--- src/rtl/sdes_round_ctrl.sv ---
// Iterative S-DES Feistel round controller sequencing one combinational f_function.
// Optional abort input enabled by defining SDES_CTRL_ABORT_EN.

module f_function (
    input  logic [3:0] r,
    input  logic [7:0] k,
    output logic [3:0] f
);
    logic [7:0] x;
    logic [1:0] s0o;
    logic [1:0] s1o;

    function automatic logic [1:0] sbox0(input logic [3:0] idx);
        case (idx)
            4'd0:  return 2'd1;  4'd1:  return 2'd0;  4'd2:  return 2'd3;  4'd3:  return 2'd2;
            4'd4:  return 2'd3;  4'd5:  return 2'd2;  4'd6:  return 2'd1;  4'd7:  return 2'd0;
            4'd8:  return 2'd0;  4'd9:  return 2'd2;  4'd10: return 2'd1;  4'd11: return 2'd3;
            4'd12: return 2'd3;  4'd13: return 2'd1;  4'd14: return 2'd3;  default: return 2'd2;
        endcase
    endfunction

    function automatic logic [1:0] sbox1(input logic [3:0] idx);
        case (idx)
            4'd0:  return 2'd0;  4'd1:  return 2'd1;  4'd2:  return 2'd2;  4'd3:  return 2'd3;
            4'd4:  return 2'd2;  4'd5:  return 2'd0;  4'd6:  return 2'd1;  4'd7:  return 2'd3;
            4'd8:  return 2'd3;  4'd9:  return 2'd0;  4'd10: return 2'd1;  4'd11: return 2'd0;
            4'd12: return 2'd2;  4'd13: return 2'd1;  4'd14: return 2'd0;  default: return 2'd3;
        endcase
    endfunction

    // Expansion/permutation 4-1-2-3-2-3-4-1 mixed with the round key, then S-boxes and P4 (2-4-3-1).
    always_comb begin
        x   = {r[0], r[3], r[2], r[1], r[2], r[1], r[0], r[3]} ^ k;
        s0o = sbox0({x[7], x[4], x[6], x[5]});
        s1o = sbox1({x[3], x[0], x[2], x[1]});
        f   = {s0o[0], s1o[0], s1o[1], s0o[1]};
    end
endmodule

module sdes_round_ctrl #(
    parameter int NUM_ROUNDS = 2
) (
    input  logic       clk,
    input  logic       rst_n,
    input  logic       in_valid,
    output logic       in_ready,
    input  logic [7:0] din,
    input  logic [7:0] key,
    input  logic       decrypt,
    output logic       out_valid,
    input  logic       out_ready,
    output logic [7:0] dout,
    output logic       busy
`ifdef SDES_CTRL_ABORT_EN
    ,
    input  logic       abort
`endif
);
    typedef enum logic [1:0] {S_IDLE, S_ROUND, S_DONE} state_t;

    localparam logic [2:0] LAST = 3'(NUM_ROUNDS - 1);

    state_t     state, state_nxt;
    logic [2:0] rc;
    logic [3:0] l, r;
    logic [7:0] kreg;
    logic       dreg;
    logic [2:0] ridx;
    logic [7:0] rkey;
    logic [3:0] fo;
    logic       abort_req;

`ifdef SDES_CTRL_ABORT_EN
    assign abort_req = abort;
`else
    assign abort_req = 1'b0;
`endif

    function automatic logic [7:0] rotl8(input logic [7:0] v, input logic [2:0] n);
        logic [15:0] d;
        d = {v, v} << n;
        return d[15:8];
    endfunction

    // Decryption walks the same rotated-key schedule backwards.
    assign ridx = dreg ? (LAST - rc) : rc;
    assign rkey = rotl8(kreg, ridx);

    f_function u_f (
        .r (r),
        .k (rkey),
        .f (fo)
    );

    always_comb begin
        state_nxt = state;
        case (state)
            S_IDLE:  if (in_valid) state_nxt = S_ROUND;
            S_ROUND: begin
                if (abort_req)       state_nxt = S_IDLE;
                else if (rc == LAST) state_nxt = S_DONE;
            end
            S_DONE:  if (abort_req || out_ready) state_nxt = S_IDLE;
            default: state_nxt = S_IDLE;
        endcase
    end

    always_ff @(posedge clk or negedge rst_n) begin
        if (!rst_n) begin
            state <= S_IDLE;
            rc    <= 3'd0;
            l     <= 4'd0;
            r     <= 4'd0;
            kreg  <= 8'd0;
            dreg  <= 1'b0;
        end else begin
            state <= state_nxt;
            if (state == S_IDLE && in_valid) begin
                l    <= din[7:4];
                r    <= din[3:0];
                kreg <= key;
                dreg <= decrypt;
                rc   <= 3'd0;
            end else if (state == S_ROUND) begin
                l  <= r;
                r  <= l ^ fo;
                rc <= rc + 3'd1;
            end
        end
    end

    // Outputs decode registered state only; the final swap is just the {R,L} ordering.
    assign in_ready  = (state == S_IDLE);
    assign out_valid = (state == S_DONE);
    assign busy      = (state != S_IDLE);
    assign dout      = {r, l};
endmodule
--- config.mk ---
export PLATFORM = sky130hd
export DESIGN_NAME = sdes_round_ctrl
export DESIGN_NICKNAME = d
export VERILOG_FILES = /design/src/rtl/sdes_round_ctrl.sv
export SDC_FILE = /design/constraint.sdc
export NUM_CORES = 1
export LEC_CHECK = 0
export CAP_MARGIN = 20
export CORE_MARGIN = 3
export CORE_UTILIZATION = 54
export DETAILED_ROUTE_END_ITERATION = 12
export GPL_ROUTABILITY_DRIVEN = 0
export PLACE_DENSITY = 0.84
export SKIP_LAST_GASP = 1
export SLEW_MARGIN = 30
export SYNTH_ARGS = -nofsm -noshare
export SYNTH_HDL_FRONTEND = slang
export SYNTH_HIERARCHICAL = 1
export SYNTH_SLANG_ARGS = --single-unit
--- constraint.sdc ---
create_clock -name clk -period 8.85 [get_ports clk]
set_input_delay 0.885 -clock clk [delete_from_list [all_inputs] [get_ports clk]]
set_output_delay 0.885 -clock clk [all_outputs]
set_load 0.02 [all_outputs]
Yosys cells after proc, flatten, opt, wreduce, memory -nomap -nowiden
Memory sizes are Yosys's and may differ from the RTL's.
Index checks and enable logic that the tools add are counted.
{"block": "word_totals", "register_bits": 22, "word_cells": 35, "output_inout_bits": 11, "mem_count": 2, "rom_bits": 64}
{"name": "(no name shown)", "depth": 16, "width": 2, "rd": 1, "rd_ports_with_merged_regs": 0, "wr": 0, "line": "14", "source": "case (idx)"}
{"name": "(no name shown)", "depth": 16, "width": 2, "rd": 1, "rd_ports_with_merged_regs": 0, "wr": 0, "line": "23", "source": "case (idx)"}
{"block": "op_classes", "shifts": 1, "n_reduce_logical": 5, "n_addsub": 2, "muxes": 11, "eq_ne": 6, "bitwise": 2}
{"operator": "4-bit 2-to-1 mux", "count": 4}
{"operator": "16-bit by 3-bit << shifter with 16-bit output", "count": 1}
{"operator": "3-bit 2-to-1 mux", "count": 3}
{"operator": "8-bit bitwise XOR", "count": 1}
{"operator": "2-bit 2-to-1 mux", "count": 3}
{"operator": "2-bit one-hot mux with 3 select lines", "count": 1}
{"operator": "2-bit inequality test, second input constant", "count": 2}
{"operator": "2-bit nonzero test", "count": 2}
{"operator": "4-bit bitwise XOR", "count": 1}
{"operator": "3-bit by 1-bit adder with 3-bit output, second input constant", "count": 1}
{"operator": "3-bit by 1-bit equality test with 1-bit output, second input constant", "count": 1}
{"operator": "3-bit AND reduction", "count": 1}
{"operator": "1-bit by 3-bit subtractor with 3-bit output, first input constant", "count": 1}
{"operator": "2-bit by 1-bit equality test with 1-bit output, second input constant", "count": 1}
{"operator": "2-bit equality test, second input constant", "count": 1}
{"operator": "2-bit logical NOT", "count": 1}
{"operator": "2-bit by 1-bit inequality test with 1-bit output, second input constant", "count": 1}
{"operator": "1-bit logical AND", "count": 1}

Longest topological paths before layout
An unclocked memory read counts as a cell.
{"block": "depth", "depth_word": 8, "ltp_mapped": 13}

Hierarchy
The synthesis kept the hierarchy.
{"module": "sdes_round_ctrl", "cells_per_inst": 122, "area_each_um2": 1315.0, "instances": 1, "seq_area_each_um2": 550.5}
{"module": "f_function", "cells_per_inst": 24, "area_each_um2": 205.2, "instances": 1, "seq_area_each_um2": 0.0}

Worst setup path after synthesis
OpenSTA, ideal clock, no wires.
{"block": "synth_path", "path_kind": "flip-flop to flip-flop", "startpoint": "register rc[1]", "endpoint": "register r[1]", "path_stages_with_launch": 14, "n_path_buf": 0, "arrival_time_ps": 3236, "slack_ps": 5479, "path_cell_list": "dfrtp_1 > clkinv_1 > ha_1 > mux2i_1 > mux4_1 > mux2_2 > xor2_1 > inv_1 > ha_1 > mux2i_1 > mux2i_1 > xor2_1 > mux2i_1 > o21ai_0"}
{"block": "synth_between", "elab_chain_cells": 8}
{"item": "start, declared", "line": "64", "source": "logic [2:0] rc;"}
{"item": "start signal, assigned", "line": "127", "source": "rc <= rc + 3'd1;"}
{"item": "1-bit by 3-bit subtractor with 3-bit output", "line": "86", "source": "assign ridx = dreg ? (LAST - rc) : rc;"}
{"item": "3-bit 2-to-1 mux *", "line": "86"}
{"item": "16-bit by 3-bit << shifter with 16-bit output *", "line": "81", "source": "d = {v, v} << n;"}
{"item": "net rkey[2]", "line": "69", "source": "logic [7:0] rkey;"}
{"item": "8-bit bitwise XOR *", "line": "33", "source": "x = {r[0], r[3], r[2], r[1], r[2], r[1], r[0], r[3]} ^ k;"}
{"item": "memory read 16 x 2 bit *"}
{"item": "net fo[1]", "line": "70", "source": "logic [3:0] fo;"}
{"item": "4-bit bitwise XOR *", "line": "126", "source": "r <= l ^ fo;"}
{"item": "4-bit 2-to-1 mux *", "line": "124", "source": "end else if (state == S_ROUND) begin"}
{"item": "4-bit 2-to-1 mux *", "line": "118", "source": "if (state == S_IDLE && in_valid) begin"}
{"item": "end signal, assigned", "line": "120", "source": "r <= din[3:0];"}
{"item": "end signal, assigned", "line": "126"}
{"item": "end, declared", "line": "65", "source": "logic [3:0] l, r;"}
Mark *: on every way through the listed nets, which the timed path passes. The rest lies on a longest branch. The select of a mux whose other input is x is not followed.
A chain may end at the register's enable or synchronous reset.

Worst setup path after layout
Same ends and word-level chain as after synthesis.

==> flow_metrics.tcl <==
set metrics [dict create \
    max_freq_mhz 261 \
    worstMarginPinSlew_ns 0.641 \
    cts_resized 0 \
    final_layout_size_suffix_gt1_frac 0.119 \
    cts_post_setup_buffers_inserted 0 \
    yosysTopAreaCell "dfrtp_1" \
    syn_to_final_growth_pct 24.7 \
    synth_area_um2 1520 \
    clockBufferDepth 2 \
    route.met3.wl_um 239 \
    antenna_found_initial 0 \
    overflow 0 \
    routed_via_density 5.86 \
    tritoncts "yes" \
    maxSlewViolCount 0 \
    synthDistinctLibCells 29 \
    synth_area_per_cell_um2 10.4 \
    dpl.hpwl_mm 2.60 \
    arrival_ns 4.04 \
    clk_pin_slew_ns 0.13 \
    rsz0062_at_grt "false" \
    htreeDepth 1 \
    io_pins 32 \
    status "finished clean" \
    cp_slowest_cell "mux4_1" \
    finalNetCount 202 \
    clock_latency_ns 0.32 \
    drc 0 \
    gr-usage-all-layers 0.222 \
    async_reset_ff_frac 1.00 \
    synthTopCellsByCount "36 x nand2_1, 22 x dfrtp_1, 9 x mux2i_1, 9 x xor2_1" \
    final.setup.tns_ns 0 \
    wire_per_inst_um 16.9 \
    yosys.area.top_type_share 0.362 \
    grt_first_pass_wirelength_mm 5.87 \
    hold_violations 0 \
    initial_core_util 0.592 \
    cts_made_buffers 3 \
    start_kind "register" \
    setup.worst_path.end_class "register" \
    fin_skew_ns 0.00205 \
    yosysWarnings 6 \
    core_um2 2570 \
    clock_sinks 22 \
    yosysMostFrequentCell "nand2_1" \
    maxCapViolations 0 \
    crit_fanout 8 \
    ys_ff_latch 22 \
    cts_root_buf "clkbuf_4" \
    crit_top_cell "mux2i_1" \
    fin_crit_sh 0.432 \
    instances_no_fill 207 \
    worstHoldPathType "input port to asynchronous set/reset pin" \
    synth_sequential_area_ratio 0.362 \
    relSlewSlack 0.561 \
    wl_mm 3.50 \
    num_antenna_cells 0 \
    postCtsHoldBufs 0 \
    met2_length_mm 1.82 \
    die-area_um2 3490 \
    synth_cells 146 \
    die_h_um 59.1 \
    grt_max_degree 24 \
    rows 18 \
    drtIter0Drc 58 \
    required_ns 9.07 \
    first_global_vias 1229 \
    crit_type "register to register" \
    finalWorstSetupSlack_ns 5.03 \
    via_count 1213 \
    syn-num-nets 170 \
    dr.pass1.iters 4 \
    antenna_left 0 \
    dieWidth_um 59.1 \
    drt-met1-wl_mm 1.41 \
    crit_chain "clkinv_1 -> ha_1 -> mux2i_1 -> mux4_1 -> mux2_2 -> xor2_1 -> inv_1 -> ha_1 -> mux2i_1 -> mux2i_1 -> xor2_1 -> mux2i_1 -> o21ai_0" \
    preCtsSetupSlack_ns 5.10 \
    max_stage_delay_ns 0.65 \
    setup_violations 0 \
    yosys-top-cells-area "dfrtp_1 36%, mux4_1 14%, nand2_1 8.9%" \
    numPortBuffers 31 \
    dr.max_layer_used "met4" \
    synth-edff-count 0 \
    fin_crit_ns 3.82 \
    dpl.cell_count 203 \
    synth_ff_type "dfrtp_1" \
]
-- area by class of cell --
type | count | area [µm²]
clock buffers | 4 | 36.3
fillers | 182 | 672
inverters | 6 | 22.5
multi-input cells | 113 | 936
flip-flops and latches | 22 | 551
well taps | 30 | 37.5
repair buffers | 32 | 313
-- cell families (layout without fill, tap and decap cells) --
| logic type | Yosys count | after routing | share of synthesized area |
|---|---|---|---|
| compound gates | 16 | 16 | 0.0642 |
| simple gates | 52 | 52 | 0.152 |
| flops | 22 | 22 | 0.362 |
| xor+xnor | 17 | 17 | 0.113 |
| mux | 25 | 25 | 0.257 |
| fa+ha+maj | 3 | 3 | 0.0247 |
| buf+inv | 11 | 42 | 0.0272 |
-- layout by cell type (no fill, tap or decap), drive strengths merged --
cell type	instances
clkdlybuf4s50	30
ha	3
and3	2
nor2b	2
clkinv	1
nand3	5
clkbuf	4
o31ai	1
and2	1
o22ai	1
inv	5
buf	2
mux2	8
nand2	36
mux2i	9
xor2	9
or2	1
nand2b	1
a21oi	1
or3b	1
o21ai	8
nand3b	1
a22o	1
nor3b	1
dfrtp	22
xnor2	8
nor2	1
a22oi	4
mux4	8
-- final timing paths --
check / startpoint / end / slack (ns) / cells after the start
min in group clk: kreg[7]$_DFFE_PN0P_ / kreg[7]$_DFFE_PN0P_ / 0.55 / 2
max in group asynchronous: rst_n / r[2]$_DFFE_PN0P_ / 8.01 / 1
worst max register to register: rc[1]$_DFFE_PN0P_ / r[1]$_DFFE_PN0P_ / 5.03 / 13
worst max-delay path: rc[1]$_DFFE_PN0P_ / r[1]$_DFFE_PN0P_ / 5.03 / 13
worst min-delay path: rst_n / r[1]$_DFFE_PN0P_ / 0.51 / 1
worst min register to register: kreg[7]$_DFFE_PN0P_ / kreg[7]$_DFFE_PN0P_ / 0.55 / 2
-- stage by stage --
stage / hold slack [ns] / utilization / cell area [µm²]
finish: 0.506 / 0.738 / 1900
global route: 0.528 / 0.738 / 1900
CTS: 0.552 / 0.739 / 1900
detailed placement: 0.522 / 0.725 / 1860
global placement: 0.512 / 0.725 / 1860
floorplan: 0.479 / - / 1520
-- routing by layer --
layer / up-vias / track usage
met4: 0 / 0.0615
met2: 42 / 0.393
met3: 5 / 0.0283
met5: - / 0
li1: 578 / -
met1: 588 / 0.285
-- worst max-delay path: cells and delay by family (launching register included) --
| kind | cells | cell delay (ns) |
|---|---|---|
| muxes | 6 | 1.85 |
| adders and majority gates | 2 | 0.58 |
| xor gates and xnor gates | 2 | 0.38 |
| AOI/OAI and AO/OA | 1 | 0.08 |
| buffers and inverters | 2 | 0.34 |
| DFF | 1 | 0.49 |
-- registers in the layout (all words and copies together) (netlist names) --
signal,cells
dreg,1
rc,3
state,2
kreg,8
l,4
r,4
Power is left out: the tool's default activity adds up to more than one toggle a clock period on the data nets, which glitch-free logic cannot reach.
